===== src/rtl/instruction_loader.sv =====
`default_nettype none
// ============================================================================
// Module      : instruction_loader
// Description : Writer side of the instruction memory. Accepts a program as a
//               byte stream over a valid/ready handshake, assembles big-endian
//               32-bit words and writes them to consecutive word addresses
//               starting at BASE_ADDY. Holds the CPU until the load finishes.
// Revision    : 1.0 - initial release
// ============================================================================
module instruction_loader #(
  parameter logic [15:0] BASE_ADDY  = 16'h0000,
  parameter int unsigned MAX_WORDS  = 1024,
  parameter logic [31:0] END_MARKER = 32'hFFFFFFFF
) (
  input  logic        clock,
  input  logic        reset,
  input  logic        start,
  input  logic [7:0]  byte_in,
  input  logic        byte_valid,
  output logic        byte_ready,
  output logic [15:0] mem_addy,
  output logic [31:0] mem_data,
  output logic        mem_write,
  output logic        cpu_hold,
  output logic        done,
  output logic [16:0] word_count
);

  localparam logic [1:0] IDLE  = 2'd0;
  localparam logic [1:0] LOAD  = 2'd1;
  localparam logic [1:0] WRITE = 2'd2;
  localparam logic [1:0] DONE  = 2'd3;

  // 17 bits so that the full 65536-word limit is representable.
  localparam logic [16:0] MAX_COUNT = 17'(MAX_WORDS);

  logic [1:0]  state;
  logic [1:0]  byte_cnt;
  logic [31:0] shift_reg;
  logic [15:0] word_addy;

  logic        handshake;
  logic [16:0] next_count;

  // byte_ready is registered and only high in LOAD, so the handshake is
  // implicitly restricted to LOAD cycles.
  assign handshake  = byte_valid & byte_ready;
  assign next_count = word_count + 17'd1;

  // Load sequencer: byte assembly, word write-out and CPU hold/release.
  always_ff @(posedge clock or negedge reset) begin
    if (!reset) begin
      state      <= IDLE;
      byte_cnt   <= 2'd0;
      shift_reg  <= 32'd0;
      word_addy  <= 16'd0;
      byte_ready <= 1'b0;
      mem_addy   <= 16'd0;
      mem_data   <= 32'd0;
      mem_write  <= 1'b0;
      cpu_hold   <= 1'b1;
      done       <= 1'b0;
      word_count <= 17'd0;
    end else begin
      // Write strobe is a single-cycle pulse unless WRITE re-asserts it.
      mem_write <= 1'b0;

      case (state)
        IDLE, DONE: begin
          if (start) begin
            state      <= LOAD;
            byte_ready <= 1'b1;
            byte_cnt   <= 2'd0;
            word_addy  <= BASE_ADDY;
            word_count <= 17'd0;
            done       <= 1'b0;
            cpu_hold   <= 1'b1;
          end
        end

        LOAD: begin
          if (handshake) begin
            // Shifting left puts the first byte of the word in bits 31:24.
            shift_reg <= {shift_reg[23:0], byte_in};
            byte_cnt  <= byte_cnt + 2'd1;
            if (byte_cnt == 2'd3) begin
              state      <= WRITE;
              byte_ready <= 1'b0;
            end
          end
        end

        WRITE: begin
          if (shift_reg == END_MARKER) begin
            // The terminator is consumed but never stored.
            state    <= DONE;
            done     <= 1'b1;
            cpu_hold <= 1'b0;
          end else begin
            mem_write  <= 1'b1;
            mem_addy   <= word_addy;
            mem_data   <= shift_reg;
            word_addy  <= word_addy + 16'd1;
            word_count <= next_count;
            if (next_count == MAX_COUNT) begin
              state    <= DONE;
              done     <= 1'b1;
              cpu_hold <= 1'b0;
            end else begin
              state      <= LOAD;
              byte_ready <= 1'b1;
              byte_cnt   <= 2'd0;
            end
          end
        end

        default: begin
          state      <= IDLE;
          byte_ready <= 1'b0;
          cpu_hold   <= 1'b1;
          done       <= 1'b0;
        end
      endcase
    end
  end

endmodule
`default_nettype wire


===== config.mk =====
export PLATFORM = sky130hd
export DESIGN_NAME = instruction_loader
export DESIGN_NICKNAME = d
export VERILOG_FILES = /design/src/rtl/instruction_loader.sv
export SDC_FILE = /design/constraint.sdc
export NUM_CORES = 1
export LEC_CHECK = 0
export CAP_MARGIN = 20
export CORE_UTILIZATION = 54
export CTS_CLUSTER_SIZE = 28
export DETAILED_ROUTE_END_ITERATION = 10
export PLACE_DENSITY = 0.9
export SLEW_MARGIN = 20
export SYNTH_ARGS = -nofsm -noshare
export SYNTH_HDL_FRONTEND = slang
export SYNTH_SLANG_ARGS = --single-unit

===== constraint.sdc =====
create_clock -name clock -period 3.1 [get_ports clock]
set_input_delay 0.31 -clock clock [delete_from_list [all_inputs] [get_ports clock]]
set_output_delay 0.31 -clock clock [all_outputs]
set_load 0.005 [all_outputs]

==> impl_metrics.py <==
metrics = {
    "critical_path": {
        "crit_type": "reg -> reg",
        "crit_top_cell": "nand2_1",
        "r2r-end": "word_count[5]$_DFFE_PN0P_",
        "endpoint_kind": "register",
        "cp-start-kind": "register",
        "reg2reg_depth": 8,
        "crit_path_max_incr_delay_ns": 0.60,
        "r2r_start": "shift_reg[5]$_DFFE_PN0P_",
        "worstPathArrival_ns": 3.30,
        "cp_cell_sequence": "nand4_1, nor4_1, buf_4, nand2_1, nand2_1, inv_1, nand2_1, o41ai_1",
        "slowest_stage": "o41ai_1",
        "reg2reg_slack_ns": 0.16,
        "path_max_fanout": 19,
        "cp.required_ns": 3.46,
    },
    "layout": {
        "area_delta_synth_final_pct": 29.9,
        "nets": 639,
        "final_cell_mix": "nand2_1 (158), dfrtp_1 (120), clkdlybuf4s50_1 (79)",
        "n_antenna_cell": 0,
        "drive_above_1_share": 0.145,
        "final_common_cell": "nand2_1",
        "final_util": 0.737,
        "fillCellCount": 576,
    },
    "flow_run": {
        "drv_cap": 0,
    },
    "yosys": {
        "synth_compound_area_frac": 0.0710,
        "synthSimpleGateAreaFrac": 0.211,
        "ys_async_sr_fraction": 1.00,
        "yosysTopAreaCell": "dfrtp_1",
        "synth_fp_nets": 550,
        "synth_cells": 532,
        "yosys_most_used_dff": "dfrtp_1",
        "synth_xor_area_frac": 0.0312,
        "synth_top_family_by_area": "simple AND/OR/NAND/NOR gates",
        "synth_top_area_share": 0.562,
        "yosysWarningCount": 0,
        "synth_cell_types": 43,
        "synth-edff-count": 0,
        "seq_area_frac_synth": 0.567,
        "muxShareOfSynthArea": 0.0822,
        "syn_area_um2": 5340,
        "synth-adder-area-share": 0.0141,
        "ys_seq_elements": 121,
        "synthTopCellsByArea": "dfrtp_1 (56%), nand2_1 (11%), mux2_2 (8.2%), o21ai_0 (2.9%), nor2_1 (2.0%)",
        "syn_area_per_cell_um2": 10.0,
    },
    "place": {
        "finalWeightedCongestion": 0.870,
        "portBuffers": 80,
        "place_ws_ns": 0.241,
        "dp_hpwl_mm": 8.52,
    },
    "global_routing": {
        "grt_max_degree": 59,
        "grt_usage": 0.298,
        "antenna_found_initial": 0,
        "grt_overflow_total": 0,
        "grt_pass1_wl_mm": 22.9,
        "grt_pass1_vias": 4408,
    },
    "worst_hold_path": {
        "worst_hold_path_type": "in -> async",
    },
    "power_and_ir_drop": {
        "p_leak_nw": 3.22,
        "clockPowerShare": 0.342,
        "power_switching_mw": 1.99,
        "combPwrFrac": 0.262,
        "ir_worst_vdd_uv": 518,
        "pwr-share-seq": 0.395,
        "p_int_mw": 4.19,
        "swShare": 0.322,
        "finalPower_mw": 6.17,
        "power_per_cell_area_nw_per_um2": 890,
    },
    "route": {
        "drt-total-wl_mm": 14.3,
        "drt_iter0_drc": 513,
        "drtPass1Iterations": 5,
        "drc": 0,
        "vias": 4506,
        "postRouteAntennaNets": 0,
        "routed_via_density": 5.91,
        "wire_per_inst_um": 18.7,
    },
    "die": {
        "core_um2": 9420,
        "dieArea_um2": 10300,
        "die_h_um": 101,
        "die_w_um": 101,
        "initial_utilization": 0.567,
        "rows": 35,
        "num_io_pins": 81,
    },
    "sta": {
        "hold_viol_final": 0,
        "min_period_over_period": 0.948,
        "tightest_slew_ns": 0.873,
        "holdWs_ns": 0.387,
        "setup_viol": 0,
        "min_period_ns": 2.94,
        "drv_slew": 0,
        "fin_ws_ns": 0.161,
        "tns_ns": 0,
        "max_freq_mhz": 340,
        "relSlewSlack": 0.416,
        "grt_setup_unrepaired": "no",
        "skew_ns": 0.0143,
    },
    "clock_tree": {
        "cts_max_level": 4,
        "cts_resized": 0,
        "cts.clk_slew.worst_paths_ns": 0.06,
        "cts_inserted_buffers": 17,
        "clock_latency_ns": 0.53,
        "cts.sinks": 121,
        "cts_root_buffer": "clkbuf_8",
        "clockBufferDepth": 2,
        "cts_tree": "built",
    },
    "run_status": {
        "status": "completed",
    },
}
[metrics by stage]
stage	cell area (µm²)	instances
floorplan	5340	532
global placement	6300	730
detailed placement	6300	730
CTS	6940	763
global route	6940	763
finish	6940	763
[power by group through the flow]
stage	Sequential (mW)	Clock [mW]	Combinational, mW
2_1_floorplan	2.32	0	0.854
3_3_place_gp	2.38	0	1.47
3_5_place_dp	2.43	0	1.55
4_1_cts	2.43	2.12	1.61
5_1_grt	2.48	2.20	1.76
6_report	2.44	2.11	1.62
[synthesized netlist by cell type, types with 3 or more instances]
cell and number:
nand2_1 158, dfrtp_1 120, mux2_2 39, o21ai_0 31
nor2_1 28, clkbuf_1 16, nand3_1 16, nand4_1 16
inv_1 10, xor2_1 10, and3_1 9, xnor2_1 9
a21oi_1 8, a31oi_1 7, ha_1 6, nor3_1 5
nor4_1 4, a211o_1 3, buf_1 3, buf_2 3
nand2b_1 3, o31ai_1 3
[timing repair]
| item | in CTS | in global routing |
|---|---|---|
| endpoints found under the setup margin | 0 | 0 |
| hold endpoints to repair | 55 | 0 |
| setup buffers | 0 | 0 |
| hold buffers | 1 | 0 |
[worst max-delay path: cells and delay by family, from the launching register on]
kind            cells  cell delay, ns
compound gates      1            0.60
simple gates        5            1.01
flops               1            0.44
buf+inv             2            0.71
[cell families after synthesis]
logic type / Yosys count
compound gates: 62
xor+xnor: 19
fa+ha+maj: 6
buf+inv: 32
flops: 121
mux: 39
simple gates: 253
[per-layer routing]
layer | global-route usage | up-vias | share of wire
met3 | 0.0594 | 46 | 0.062
met5 | 0 | - | 0
li1 | - | 1995 | -
met4 | 0.156 | 0 | 0.032
met1 | 0.381 | 2235 | 0.41
met2 | 0.486 | 230 | 0.50
[worst max-delay path by stage]
stage                                  start                   endpoint  slack, ns  depth (start not counted)
global route            state[0]$_DFFE_PN0P_     byte_ready$_DFFE_PN0P_       0.06                          9
CTS                     state[0]$_DFFE_PN0P_    byte_cnt[1]$_DFFE_PN0P_       0.22                          9
finish              shift_reg[5]$_DFFE_PN0P_  word_count[5]$_DFFE_PN0P_       0.16                          8
global placement        state[0]$_DFFE_PN0P_    byte_cnt[1]$_DFFE_PN0P_       0.34                          9
detailed placement      state[0]$_DFFE_PN0P_    byte_cnt[1]$_DFFE_PN0P_       0.24                          9
floorplan               state[0]$_DFFE_PN0P_    byte_cnt[1]$_DFFE_PN0P_       0.48                         10
[area by class of cell]
type,count,area [µm²],share of cell area
Inverter,10,37.5,0.00541
Sequential cell,121,3030,0.437
Timing Repair Buffer,92,891,0.128
Clock buffer,19,442,0.0637
Clock inverter,13,189,0.0272
Tap cell,129,161,0.0233
Multi-Input combinational cell,379,2190,0.315
(Power assumes the default switching activity.)
==> RTL edit 1: new RTL, config.mk and constraints unchanged <==
`END_MARKER`: 32'hFFFFFFFF -> 32'h7FFFFFFF.
--- a/src/rtl/instruction_loader.sv
+++ b/src/rtl/instruction_loader.sv
@@ -10,7 +10,7 @@
 module instruction_loader #(
   parameter logic [15:0] BASE_ADDY  = 16'h0000,
   parameter int unsigned MAX_WORDS  = 1024,
-  parameter logic [31:0] END_MARKER = 32'hFFFFFFFF
+  parameter logic [31:0] END_MARKER = 32'h7FFFFFFF
 ) (
   input  logic        clock,
   input  logic        reset,
Behaviour: not the same (a bounded check fails within 10 cycles, from zero or initial values and one cycle with reset low).
==> RTL edit 1 against the original RTL <==
Setup slack improved by 0.33 ns; hold slack got worse by 0.0087 ns; first-iteration DRC count fell by 71%; clock skew fell by 0.0035 ns; global-route usage decreased by 4.9 points; total power is 3.7% higher; final area grew 0.25%; sequential cell count unchanged; area after synthesis rose by 1.1%; critical path depth decreased by 1; wire length down 16%; combinational power increased by 23%; maximum frequency up 13%; highest routed layer unchanged.
==> RTL edit 1: results (changes against the original RTL) <==
* Leakage at 3.00 nW (-7.0%)
* Critical-path maximum fanout at 7 (-12)
* Worst vdd ir at 657 uV (+27%)
* Most frequent cells after synthesis: dfrtp_1 (120), mux2_2 (80), nand2_1 (27)
* Global Route Usage Sum at 0.249 (-0.0490)
* Post-place setup slack at 0.556 ns (+0.314 ns)
* Xor/xnor share of the synthesized area at 0.0276 (-0.00360)
* HPWL Detailed at 7820 um (-8.3%)
* Final Wtd Congestion at 0.881 (+1.2%)
* Synth Area in Compound Gates at 0.0829 (+0.0119)
* Seq/Total Area, Yosys at 0.561 (-0.00644)
* Slowest Stage Delay on Critical Path at 0.52 ns (-0.08 ns)
* FF-to-FF End: byte_cnt[0]
* Mux share of post-synthesis cell area at 0.175 (+0.0929)
* Critical-path top delay cell: or4_4
* NetSw at 0.00202 W (+1.5%)
* Filler cells at 643 (+12%)
* First-pass DRT Iterations at 4 (-1)
* DRT iter0 DRCs at 147 (-71%)
* R2R setup slack at 0.49 ns (+0.33 ns)
* Vias in the first global route at 3880 (-12%)
* Rel. slew slack at 0.532 (+0.117)
* Status: complete, no violations
* Synth area leaders: dfrtp_1 (56%), mux2_2 (17%), o21ai_0 (2.4%)
* Adder-Cell Fraction of Synth Area at 0.0139 (-0.000159)
* Net count after synthesis at 459 (-17%)
* Worst r2r src: word_count[0]
* Layout cells sized above 1 at 0.257 (+0.112)
==> RTL edit 1: cell types whose count changed after synthesis, sizes merged, moves of 4 or more <==
| cell | delta |
|---|---|
| nor2 | -5 |
| o21ai | -4 |
| mux2 | +42 |
| o31ai | +6 |
| nand2 | -131 |
| a211o | -4 |
| nor2b | +4 |
| nand4 | -6 |
| a31oi | -4 |
==> RTL edit 1: how the worst max path moves through the flow <==
| stage | from | endpoint | slack, ns | cells after the start |
|---|---|---|---|---|
| after floorplan | word_count[0] | byte_cnt[0] | 0.68 | 7 |
| after global placement | word_count[0] | byte_cnt[0] | 0.63 | 7 |
| after detailed placement | word_count[1] | byte_cnt[0] | 0.56 | 7 |
| after CTS | word_count[0] | byte_cnt[0] | 0.51 | 7 |
| after global routing | word_count[0] | byte_cnt[0] | 0.40 | 7 |
| final | word_count[0] | byte_cnt[0] | 0.49 | 7 |
==> RTL edit 1: metrics by stage <==
stage	utilization	instance area, sq um	std cells	total power, W
floorplan	-	5400	441	0.00355
global placement	0.654	6370	644	0.00435
detailed placement	0.654	6370	644	0.00446
CTS	0.715	6960	677	0.00644
global route	0.715	6960	677	0.00673
finish	0.715	6960	677	0.00640
==> RTL edit 1: area by class of cell <==
cell class,count,area share
Timing Repair Buffer,92,0.130
Inverter,10,0.00540
Tap cell,133,0.0239
Multi-Input combinational cell,289,0.322
Sequential cell,121,0.436
Clock buffer,17,0.0595
Clock inverter,15,0.0237
==> RTL edit 1: what timing repair did <==
| action | in CTS | in global routing |
|---|---|---|
| setup endpoints to repair | 0 | 0 |
| hold endpoints to repair | 52 | 0 |
| hold buffers | 1 | 0 |
| buffers inserted | 0 | 0 |
==> RTL edit 1: critical path: cells and delay by family (launching register included) <==
kind / cells / cell delay (ns)
compound gates: 2 / 0.45
simple gates: 3 / 1.03
mux: 1 / 0.31
flops: 1 / 0.44
fa+ha+maj: 1 / 0.24
==> RTL edit 1: power by group through the flow <==
stage,registers (W),clock network [W],logic [W]
finish,0.00249,0.00192,0.00199
global route,0.00256,0.00201,0.00216
CTS,0.00249,0.00194,0.00201
detailed placement,0.00249,0,0.00197
global placement,0.00245,0,0.00190
floorplan,0.00239,0,0.00116
==> RTL edit 1: cells by family (layout without fill, tap and decap cells) <==
logic type | after synthesis | in the layout
flops | 121 | 121
simple gates | 115 | 115
mux | 84 | 84
compound gates | 67 | 67
buf+inv | 31 | 134
xor+xnor | 17 | 17
fa+ha+maj | 6 | 6
==> RTL edit 1: routing by layer <==
metal  wire (um)  vias to the layer above  GRT usage  part of all wire
met2        6210                      108      0.430              0.52
met5           0                        -          0                 0
met4         175                        0     0.0956             0.015
met1        4960                     1939      0.304              0.41
li1            -                     1785          -                 -
met3         605                       18     0.0609             0.051
==> RTL edit 2: new RTL, same flow settings <==
Made on the original files. Register the output `word_count` once more, cleared by the reset; this adds one clock of latency there. The other outputs are not delayed to match.
--- a/src/rtl/instruction_loader.sv
+++ b/src/rtl/instruction_loader.sv
@@ -34,6 +34,8 @@
   // 17 bits so that the full 65536-word limit is representable.
   localparam logic [16:0] MAX_COUNT = 17'(MAX_WORDS);
 
+  logic [16:0] word_count_s0;
+
   logic [1:0]  state;
   logic [1:0]  byte_cnt;
   logic [31:0] shift_reg;
@@ -45,7 +47,7 @@
   // byte_ready is registered and only high in LOAD, so the handshake is
   // implicitly restricted to LOAD cycles.
   assign handshake  = byte_valid & byte_ready;
-  assign next_count = word_count + 17'd1;
+  assign next_count = word_count_s0 + 17'd1;
 
   // Load sequencer: byte assembly, word write-out and CPU hold/release.
   always_ff @(posedge clock or negedge reset) begin
@@ -60,7 +62,7 @@
       mem_write  <= 1'b0;
       cpu_hold   <= 1'b1;
       done       <= 1'b0;
-      word_count <= 17'd0;
+      word_count_s0 <= 17'd0;
     end else begin
       // Write strobe is a single-cycle pulse unless WRITE re-asserts it.
       mem_write <= 1'b0;
@@ -72,7 +74,7 @@
             byte_ready <= 1'b1;
             byte_cnt   <= 2'd0;
             word_addy  <= BASE_ADDY;
-            word_count <= 17'd0;
+            word_count_s0 <= 17'd0;
             done       <= 1'b0;
             cpu_hold   <= 1'b1;
           end
@@ -101,7 +103,7 @@
             mem_addy   <= word_addy;
             mem_data   <= shift_reg;
             word_addy  <= word_addy + 16'd1;
-            word_count <= next_count;
+            word_count_s0 <= next_count;
             if (next_count == MAX_COUNT) begin
               state    <= DONE;
               done     <= 1'b1;
@@ -124,6 +126,14 @@
     end
   end
 
+  always_ff @(posedge clock or negedge reset) begin
+    if (!reset) begin
+      word_count <= '0;
+    end else begin
+      word_count <= word_count_s0;
+    end
+  end
+
 endmodule
 `default_nettype wire
 
Check against the original RTL: not equivalent (a bounded check fails within 10 cycles, from zero or initial values and one cycle with reset low).
==> RTL edit 2 against the original RTL <==
Wire length down 14%; area after synthesis up 9.2%; synthesized cell count down 13%; final area up 6.1%; core utilization down 3.0 points; sequential cell count up 17; hold slack better by 0.013 ns; total power up 3.0%; critical path type unchanged; setup slack better by 0.42 ns; clock skew down 0.0015 ns; critical endpoint is now state[1].
==> RTL edit 2: results (changes against the original RTL) <==
* Adder-Cell Fraction of Synth Area at 0.0129 (-0.00118)
* ClkCell Share at 0.0775 (-0.0134)
* Power Total at 0.00636 W (+3.0%)
* NetSw at 0.00192 W (-3.6%)
* Critical-path maximum fanout at 10 (-9)
* Area after DPL at 6780 sq um (+7.7%)
* Buffers, non-clock at 86 (-6.5%)
* Library cells used by synthesis at 53 (+23%)
* Hold slack final at 0.400 ns (+0.0131 ns)
* Met3 WL at 591 um (-33%)
* Xor/xnor share of the synthesized area at 0.0270 (-0.00412)
* DRT iter0 DRCs at 213 (-58%)
* FF-to-FF End: state[1]
* HP Class: in -> reg
* Worst-margin pin slew at 0.767 ns (-0.106 ns)
* Sequential cell area share at 0.469 (+0.0327)
* First-pass GRT wire length at 20300 um (-12%)
* Multi-input gates at 301 (-21%)
* Met1 WL at 5100 um (-12%)
* Final Wtd Congestion at 0.883 (+1.5%)
* Synth Area in Compound Gates at 0.0614 (-0.00962)
* Reg2reg path depth at 7 (-1)
* Slowest Stage Delay on Critical Path at 0.50 ns (-0.10 ns)
* Layout Skew at 0.0128 ns (-0.00151 ns)
* Critical-path top delay cell: dfrtp_1
* Synth area leaders: dfrtp_1 (59%), mux2_2 (13%), mux2_1 (2.9%)
* Global Route Usage Sum at 0.235 (-0.0632)
* Final wirelength at 12300 um (-14%)
* Non-clock buffer area fraction after layout at 0.117 (-0.0113)
* Placed insts at 665 (-8.9%)
* Status: complete, no violations
* FFs & Latches at 138 (+14%)
* R2R setup slack at 0.58 ns (+0.42 ns)
* Net count after synthesis at 482 (-12%)
* Post-place setup slack at 0.658 ns (+0.416 ns)
* Post-Synthesis Cells at 464 (-13%)
* Worst vdd ir at 633 uV (+22%)
* Row Count at 37 (+5.7%)
* Non-Filler Instances at 698 (-8.5%)
* Fin nets at 567 (-11%)
* Layout clock buffers at 21 (+2)
* DR WL met2 at 6310 um (-11%)
==> RTL edit 2: cell types whose count changed after synthesis, sizes merged, moves of 6 or more <==
cell	change
dfrtp	+17
mux2	+41
nand2	-129
nand3	+9
nand4	+7
xnor2	-7
xor2	+6
==> RTL edit 2: layer usage <==
metal,up-vias,track usage
met5,-,0
met4,0,0.104
met3,34,0.0490
met2,168,0.395
met1,2009,0.295
li1,1856,-
==> RTL edit 2: worst max path at each step <==
stage	start	to	slack [ns]
after floorplan	state[0]	mem_addy[9]	0.91
final	word_count_s0[2]	state[1]	0.58
after detailed placement	word_count_s0[2]	state[1]	0.66
after CTS	word_count_s0[2]	state[1]	0.59
after global routing	word_count_s0[2]	state[1]	0.36
after global placement	word_count_s0[0]	state[1]	0.78
==> RTL edit 2: repair_timing <==
action / CTS / global route
endpoints found under the setup margin: 0 / 0
hold buffers: 1 / 0
endpoints found under the hold margin: 85 / 0
resized for setup: 0 / 0
